`src/rtl/seq_gen_pkg.sv`:
```
// Shared constants for the fixed-pattern nibble sequence generator.
// The pattern table lives here so the ROM and any reference logic agree.
package seq_gen_pkg;

  localparam int SEQ_LEN = 8;
  localparam int DATA_W  = 4;
  localparam int IDX_W   = 3;

  localparam logic [DATA_W-1:0] PATTERN [SEQ_LEN] = '{
    4'hA, 4'hB, 4'hE, 4'h7, 4'hF, 4'h2, 4'h0, 4'hD
  };

endpackage

```
`src/rtl/seq_gen_rom.sv`:
```
// Combinational lookup of the constant pattern by position.
module seq_gen_rom
  import seq_gen_pkg::*;
(
  input  logic [IDX_W-1:0]  addr_i,
  output logic [DATA_W-1:0] value_o
);

  assign value_o = PATTERN[addr_i];

endmodule

```
`src/rtl/seq_generator.sv`:
```
// Emits one pattern nibble per enabled clock, wrapping after the last entry.
// Optional SEQ_GEN_STATUS_EN exposes the next-entry pointer on the index port.
module seq_generator
  import seq_gen_pkg::*;
(
  input  logic              clk,
  input  logic              reset,
  input  logic              enable,
  output logic [DATA_W-1:0] data,
  output logic              valid,
  output logic              wrap
`ifdef SEQ_GEN_STATUS_EN
  ,
  output logic [IDX_W-1:0]  index
`endif
);

  logic [IDX_W-1:0]  ptr_q, ptr_d;
  logic [DATA_W-1:0] data_q, data_d;
  logic              valid_q, valid_d;
  logic [DATA_W-1:0] rom_value;

  seq_gen_rom u_rom (
    .addr_i  (ptr_q),
    .value_o (rom_value)
  );

  always_comb begin
    ptr_d   = ptr_q;
    data_d  = data_q;
    valid_d = valid_q;
    if (enable) begin
      ptr_d   = ptr_q + IDX_W'(1);
      data_d  = rom_value;
      valid_d = 1'b1;
    end
  end

  always_ff @(posedge clk or posedge reset) begin
    if (reset) begin
      ptr_q   <= '0;
      data_q  <= '0;
      valid_q <= 1'b0;
    end else begin
      ptr_q   <= ptr_d;
      data_q  <= data_d;
      valid_q <= valid_d;
    end
  end

  // Pointer back at 0 with valid set means the last entry is on data.
  assign wrap  = valid_q && (ptr_q == '0);
  assign data  = data_q;
  assign valid = valid_q;

`ifdef SEQ_GEN_STATUS_EN
  assign index = ptr_q;
`endif

endmodule

```
`config.mk`:
```
export PLATFORM = sky130hd
export DESIGN_NAME = seq_generator
export DESIGN_NICKNAME = d
export VERILOG_FILES = /design/src/rtl/seq_gen_pkg.sv /design/src/rtl/seq_gen_rom.sv /design/src/rtl/seq_generator.sv
export SDC_FILE = /design/constraint.sdc
export NUM_CORES = 1
export LEC_CHECK = 0
export BUFFER_PORTS_ARGS = -buffer_cell sky130_fd_sc_hd__buf_2
export CAP_MARGIN = 0
export CORE_AREA = 2 2 39 41
export CTS_CLUSTER_SIZE = 12
export DETAILED_ROUTE_END_ITERATION = 10
export DIE_AREA = 0 0 41 43
export PLACE_DENSITY = 0.51
export SYNTH_ARGS = -nofsm -noshare
export SYNTH_HDL_FRONTEND = slang
export SYNTH_HIERARCHICAL = 1
export SYNTH_SLANG_ARGS = --single-unit
```
`constraint.sdc`:
```
create_clock -name clk -period 3.39 [get_ports clk]
set_input_delay 0.678 -clock clk [delete_from_list [all_inputs] [get_ports clk]]
set_output_delay 0.678 -clock clk [all_outputs]
set_load 0.005 [all_outputs]
```
# Yosys cells after proc, flatten, opt, wreduce, memory -nomap -nowiden

Memory sizes are Yosys's and may differ from the RTL's. A register that Yosys moved wholly into a read port is not among the register bits.
Index checks and enable logic that the tools add are counted.

Logic and storage cells: 7
Bits in read-only memories: 32
Memories kept: 1
Bits in registers: 4
Output and inout bits: 6
Bits of input ports: 3

Memory list:

| name             | depth | bits a word | rd ports | clocked after Yosys merged registers in | wr ports | line             | source |
|---|---|---|---|---|---|---|---|
| (name not given) | 8     | 4           | 1        | 1                                       | 0        | seq_gen_rom.sv:9 | `assign value_o = PATTERN[addr_i];` |

Reduce and logical (&&, ||, !) cells: 2
Add/sub/neg operators: 1
Bitwise operators: 1

Operator list:

| kind                                        | count |
|---|---|
| inverter 3 -> 4 bit                         | 1 |
| adder 3 x 1 -> 3 bit, second input constant | 1 |
| zero test 3 bit                             | 1 |
| logical AND 1 bit                           | 1 |

# Depth between registers and ports, before layout

Gate-level depths: netlist of run 1.

Word-level depth: 2
Mapped depth: 4
Gate-level depth less buffers: 4

# By module

Netlist of run 1, hierarchy kept.

By module, submodules not included:

| module        | area an instance (um2) | instances | sequential area each (um2) | cells each |
|---|---|---|---|---|
| seq_generator | 351.6                  | 1         | 200.2                      | 26 |
| seq_gen_rom   | 48.8                   | 1         | 0.0                        | 7 |

# Worst setup path before layout of run 1

No wires, ideal clock.

Kind: register -> output
From: register ptr_q[0]
To: output port wrap
Buffers on the path: 0
Slack: 1.968 ns
Cell stages (with the launch flop): 5
Required time: 2.712 ns
Arrival time: 0.744 ns
Path through: dfrtp_1 -> inv_1 -> ha_1 -> nand2_1 -> nor2_1

Word-level cells in the longest chain between the ends: 2

Ends and longest elaborated chain:

| item                   | line                | source |
|---|---|---|
| start, declared        | seq_generator.sv:18 | `logic [IDX_W-1:0] ptr_q, ptr_d;` |
| start signal, assigned | seq_generator.sv:45 | `ptr_q <= ptr_d;` |
| zero test 3 bit        | seq_generator.sv:52 | `assign wrap = valid_q && (ptr_q == '0);` |
| logical AND 1 bit      | seq_generator.sv:52 |  |
| end, declared          | seq_generator.sv:11 | `output logic wrap` |

Every way passes these cells.

# Final worst setup path of run 1

Ends and elaborated chain as after synthesis.

==> metrics.md, run 1 <==
| Metric | Value |
|---|---|
| Outcome | complete, no violations |
| WL final | roughly 560 µm |
| Final TNS setup | 0 ns |
| Grt met3 use | 7.85% |
| Syn_nets | 39 |
| Setup bufs post-CTS | 0 |
| Die H | between 40 and 50 µm |
| Routed wire per std cell | around 9.5 µm |
| CTS tree | built |
| Diodes inserted | 0 |
| Initial DRC count | 0 |
| Worst-Skew Late Latency | around 0.25 ns |
| Core region area | 0.00138 mm² |
| Min cycle time layout | between 1.5 and 2 ns |
| Grt met2 use | 10.3% |
| Fmax achieved | about 540 MHz |
| Area Growth Syn to Fin | 17.8% |
| DP Worst Slack | between 1.5 and 2 ns |
| Syn Area/Cell | roughly 12 µm² |
| CTS Buf Count | 3 |
| Clock Skew | between 0.0005 and 0.0006 ns |
| GR Overflow Total | 0 |
| PortBufs | 8 |
| Hold Violations, Final | 0 |
| Crit path DAT | 1.16 ns |
| Cell variety after synth | 13 |
| Worst Path Max Fanout | 5 |
| Worst slew margin | between 70 and 80% |
| CTS root buffer | clkbuf_4 |
| Sink Count | 8 |
| Die Area | about 0.0018 mm² |
| Die Wd | between 40 and 50 µm |
| Dpl hpwl | about 430 µm |
| Number of synthesized flops with an enable pin | 0 |
| Starting Density | between 20% and 30% |
| Yosys warnings | 6 |
| Synth area leaders | dfrtp_1, mux2_4, ha_1 |
| Drc violations | 0 |
| CTS Buffer Depth | 2 |
| CP Capture Type | primary output |
| ANT nets after route | 0 |
| Fin nets | approximately 50 |
| Register Area | between 200 and 250 µm² |
| Pin count of the biggest net entering global routing | 10 |
| Crit share post-route | 54.3% |
| Top FF cell, synth | dfrtp_1 |
| Final WS setup | roughly 1.5 ns |
| Top-count cell post-synth | dfrtp_1 |
| Vias in the first global route | 230 |
| Final Max Tran Viols | 0 |
| Ports | 9 |
| Layer with the highest usage | met1 |
| Synth async-reset ratio | 100% |
| Power per cell area | between 900 and 1000 mW/mm² |
| Syn Inst Count | 33 |
| Standard-cell row count | 14 |
| Critical Path RT | about 2.7 ns |
| Drt pass-1 iters | 1 |
| Maximum vdd drop | 0.332 mV |
| Post-synthesis sequential area ratio | about 50% |
| Final setup fails | 0 |
| Type of origin of the critical path | flop |
| GR Layer Usage met1 | around 12% |
| Yosys reg bits | 8 |
| Initial antenna violation count | 0 |
| Vias per cell | roughly 4.2 |
| Layout cells sized above 1 | 34.9% |
| Unrepaired setup endpoints after global routing | false |
| First-pass GRT wire length | 993 µm |
| Clock slew at reported path FFs | roughly 0.050 ns |
| Via count | approximately 250 |
| Area occupied by multi-input gates | between 150 and 200 µm² |
| Total GRT Usage | a little under a tenth |
| Setup CP Type | reg -> out |
| Cell Area, Synth | between 400 and 500 µm² |
| Hold buffer count at CTS | 0 |
| GPL Wtd Cong | approximately 0.67 |
| Leading area contributor after synthesis | dfrtp_1 |
| Max cap viols | 0 |
| PostCTS Resize Cnt | 0 |
| # H-tree levels | 1 |
| Tightest Pin Transition | 0.302 ns |
| Worst min path class | in -> async |
| Top cells by count, synth | dfrtp_1, inv_1, mux2_4, nand2_1, ha_1 |
| Reg2Reg Depth | 3 |
| Post-synth top area share | roughly half |
| Fillers | 145 |
| LEAKAGE | about 0.24 nW |
final timing paths:
check                      endpoint  slack (ns)  startpoint
max                            wrap        1.55    ptr_q[0]
min                        ptr_q[2]        0.36       reset
max reg2reg                 data[3]        2.17    ptr_q[0]
min reg2reg                   valid        0.48       valid
max in group asynchronous   data[3]        2.81       reset
min in group clk              valid        0.48       valid
critical path: stages (launching register included):
cell and delay (ns):
dfrtp_1 0.42, inv_1 0.06, ha_1 0.20, nand2_1 0.07, nor2_1 0.04, buf_2 0.13
cells by family after synthesis:
kind of cell / share of synthesized area, %
adders and majority gates: 9.38
DFF: 50.0
AOI/OAI and AO/OA: 2.50
buffers and inverters: 6.56
and+or+nand+nor: 7.19
muxes: 20.0
xor gates and xnor gates: 4.38
sequential cells by signal (all words and copies together), names as in the netlist:
register and count:
ptr_q 3, data 4, valid 1
per-stage QoR:
step	cells	utilization, %	instance area [µm²]	power, mW	hold slack [ns]
CTS	59	34.1	472	0.435	0.367
detailed placement	56	32.5	449	0.359	0.478
finish	59	34.1	472	0.428	0.357
floorplan	33	-	400	0.309	0.478
global placement	56	32.5	449	0.357	0.467
global route	59	34.1	472	0.475	0.383
where the power goes:
part	total, mW	leakage, nW	switching [mW]	internal [mW]
clock network	0.0731	0.0138	0.0326	0.0405
registers	0.180	0.0881	0.0417	0.138
logic	0.175	0.139	0.0660	0.109
cells in the final DEF, fill, tap and decap left out, drive strengths merged, types with 2 or more instances in the layout:
cell type	count
buf	8
clkbuf	3
dfrtp	8
ha	3
inv	4
mux2	4
mux2i	2
nand2	4
nor2	2
routing by layer:
metal | vias to the layer above | part of all wire [%]
li1 | 125 | -
met2 | 9 | 42
met3 | 0 | 8.9
met1 | 112 | 48
met4 | 0 | 0
met5 | - | 0
final cells by class:
type / instances / area share (%)
flip-flops and latches: 8 / 42.4
well taps: 16 / 4.24
multi-input cells: 20 / 36.9
clock buffers: 3 / 4.77
inverters: 4 / 3.18
repair buffers: 8 / 8.49
Power figures use the tool's default switching activity.
==> run 2: changes to the inputs <==
Settings changed: ABC_AREA set to 1, PLACE_DENSITY 0.51 to 0.52.
Clock period 3.39 ns to 1.7 ns, I/O delays scaled along.
==> run 2 against run 1 <==
Effect of this change: sequential cell count is the same; core utilization grew 0.36 points; power rose by 86%; combinational power grew 77%; synthesized cell count grew 55%; cell area is 1.1% higher; non-clock buffer count did not move.
==> metrics.md, run 2 <==
| Metric | Value |
|---|---|
| Drc violations | 0 |
| PortBufs | 8 |
| Hold buffer count at CTS | 0 |
| Critical Path RT | around 1.4 ns |
| Drt pass-1 iters | 2 |
| Syn_nets | 57 |
| Worst hold margin | 0.0192 ns |
| Leading area contributor after synthesis | dfrtp_1 |
| CTS root buffer | clkbuf_4 |
| ANT nets after route | 0 |
| Number of synthesized flops with an enable pin | 0 |
| Min cycle time layout | ~1.5 ns |
| Ports | 9 |
| GPL Wtd Cong | 0.705 |
| Max FFs per register | 4 |
| Setup bufs post-CTS | 0 |
| Leading cell type in the layout, fill and taps excluded | nand2_1 |
| Worst slew margin | about four fifths |
| CTS Buf Count | 3 |
| Crit path DAT | roughly 1.2 ns |
| First-pass GRT wire length | 1.14 mm |
| Maximum vdd drop | about 0.54 mV |
| CTS tree | built |
| Clock Skew | slightly below 0.005 ns |
| Top-count cell post-synth | nand2_1 |
| Crit Reg-Reg Startpoint | ptr_q[0] |
| Top cells by count, synth | nand2_1, inv_1, dfrtp_1, ha_1 |
| Core region area | 0.00138 mm² |
| Crit share post-route | 87.5% |
| LEAKAGE | ~0.29 nW |
| Vias in the first global route | about 280 |
| Die H | between 40 and 50 µm |
| Synth async-reset ratio | 100% |
| Standard-cell row count | 14 |
| Cell variety after synth | 10 |
| Post-synth top area share | about half |
| DP Cell Count | 74 |
| Die Wd | ~41 µm |
| Core Util, Final | 34.4% |
| Initial antenna violation count | 0 |
| Fmax achieved | around 670 MHz |
| Final setup fails | 0 |
| CP Capture Type | primary output |
| Routed wire per std cell | 8.45 µm |
| Via count | just over 300 |
| CTS Buffer Depth | 2 |
| GR Overflow Total | 0 |
| Cell Area, Synth | ~400 µm² |
| End point of the critical path | wrap |
| Yosys warnings | 6 |
| Fin nets | a little under 70 |
| Worst min path class | in -> async |
| Syn Area/Cell | 7.95 µm² |
| Outcome | complete, no violations |
| Post-synthesis sequential area ratio | approximately 50% |
| Initial DRC count | 3 |
| Max cap viols | 0 |
| Top FF cell, synth | dfrtp_1 |
| Total GRT Usage | between 10% and 20% |
| Vias per cell | 3.95 |
| PostCTS Resize Cnt | 0 |
| Setup CP Type | reg -> out |
| Type of origin of the critical path | flop |
| Hold Violations, Final | 0 |
| Syn Inst Count | just over 50 |
| Unrepaired setup endpoints after global routing | false |
| Final TNS setup | 0 ns |
| Power per cell area | between 1500 and 2000 mW/mm² |
| Fillers | 155 |
| Clock slew at reported path FFs | roughly 0.06 ns |
| Yosys reg bits | 8 |
| Total power | 797 µW |
| Reg2Reg Depth | 6 |
| Tightest Pin Transition | between 0.3 and 0.4 ns |
| Final Max Tran Viols | 0 |
| Worst Path Max Fanout | 5 |
| CP Launch Point | ptr_q[0] |
| Area Growth Syn to Fin | 17.6% |
| WL final | ~650 µm |
| # H-tree levels | 1 |
| Sink Count | 8 |
| Non-Filler Instances | slightly below 80 |
| Starting Density | between 20% and 30% |
| Diodes inserted | 0 |
| Commonest non-fill, non-tap cells in the layout | nand2_1, inv_1, dfrtp_1, buf_2 |
| Synth area leaders | dfrtp_1, nand2_1, ha_1 |
| Layout cells sized above 1 | 18.0% |
| Pin count of the biggest net entering global routing | 12 |
| Worst-Skew Late Latency | 0.26 ns |
| Flop-to-flop setup slack | slightly below 0.6 ns |
| Crit Reg-Reg Endpoint | data[2] |
| Die Area | around 0.0018 mm² |
## run 2: metrics by stage
step | cell area [µm²] | worst slack [ns]
floorplan | 405 | 0.616
global placement | 454 | 0.477
detailed placement | 454 | 0.469
CTS | 477 | 0.176
global route | 477 | 0.111
finish | 477 | 0.213
## run 2: cell type report
class | count | area, µm² | share of cell area [%]
flip-flops and latches | 8 | 200 | 42.0
multi-input cells | 33 | 160 | 33.6
repair buffers | 8 | 40.0 | 8.40
inverters | 9 | 33.8 | 7.09
clock buffers | 3 | 22.5 | 4.72
well taps | 16 | 20.0 | 4.20
## run 2: cell families (layout without fill, tap and decap cells)
kind of cell	after synthesis	after routing	share of synthesized area, %
simple gates	28	28	26.9
fa+ha+maj	3	3	9.26
xor+xnor	1	1	2.16
flops	8	8	49.4
compound gates	1	1	1.23
buf+inv	10	20	11.1
## run 2: where the power goes
group / internal, mW / switching [mW]
clock network: 0.0810 / 0.0674
registers: 0.270 / 0.0689
logic: 0.141 / 0.169
total: 0.492 / 0.305
## run 2: layer usage
| layer | GRT usage [%] | up-vias | part of all wire, % |
|---|---|---|---|
| met5 | 0 | - | 0 |
| met4 | 10.0 | 0 | 0 |
| met3 | 3.14 | 0 | 5.8 |
| met2 | 13.1 | 8 | 44 |
| met1 | 12.7 | 128 | 51 |
| li1 | - | 168 | - |
## run 2: worst min-delay path by stage
stage               start  endpoint  slack [ns]  cells past startpoint
detailed placement  reset  ptr_q[2]        0.31                      2
global placement    reset  ptr_q[2]        0.30                      2
CTS                 reset  ptr_q[1]        0.03                      2
finish              reset   data[0]        0.02                      2
global route        reset   data[0]        0.05                      2
floorplan           reset   data[0]        0.16                      1
## run 2: critical path, cell delays in order, from the launching register on
cell	delay, ns
dfrtp_1	0.42
inv_1	0.07
ha_1	0.19
nand2_1	0.06
nor2_1	0.03
buf_2	0.12
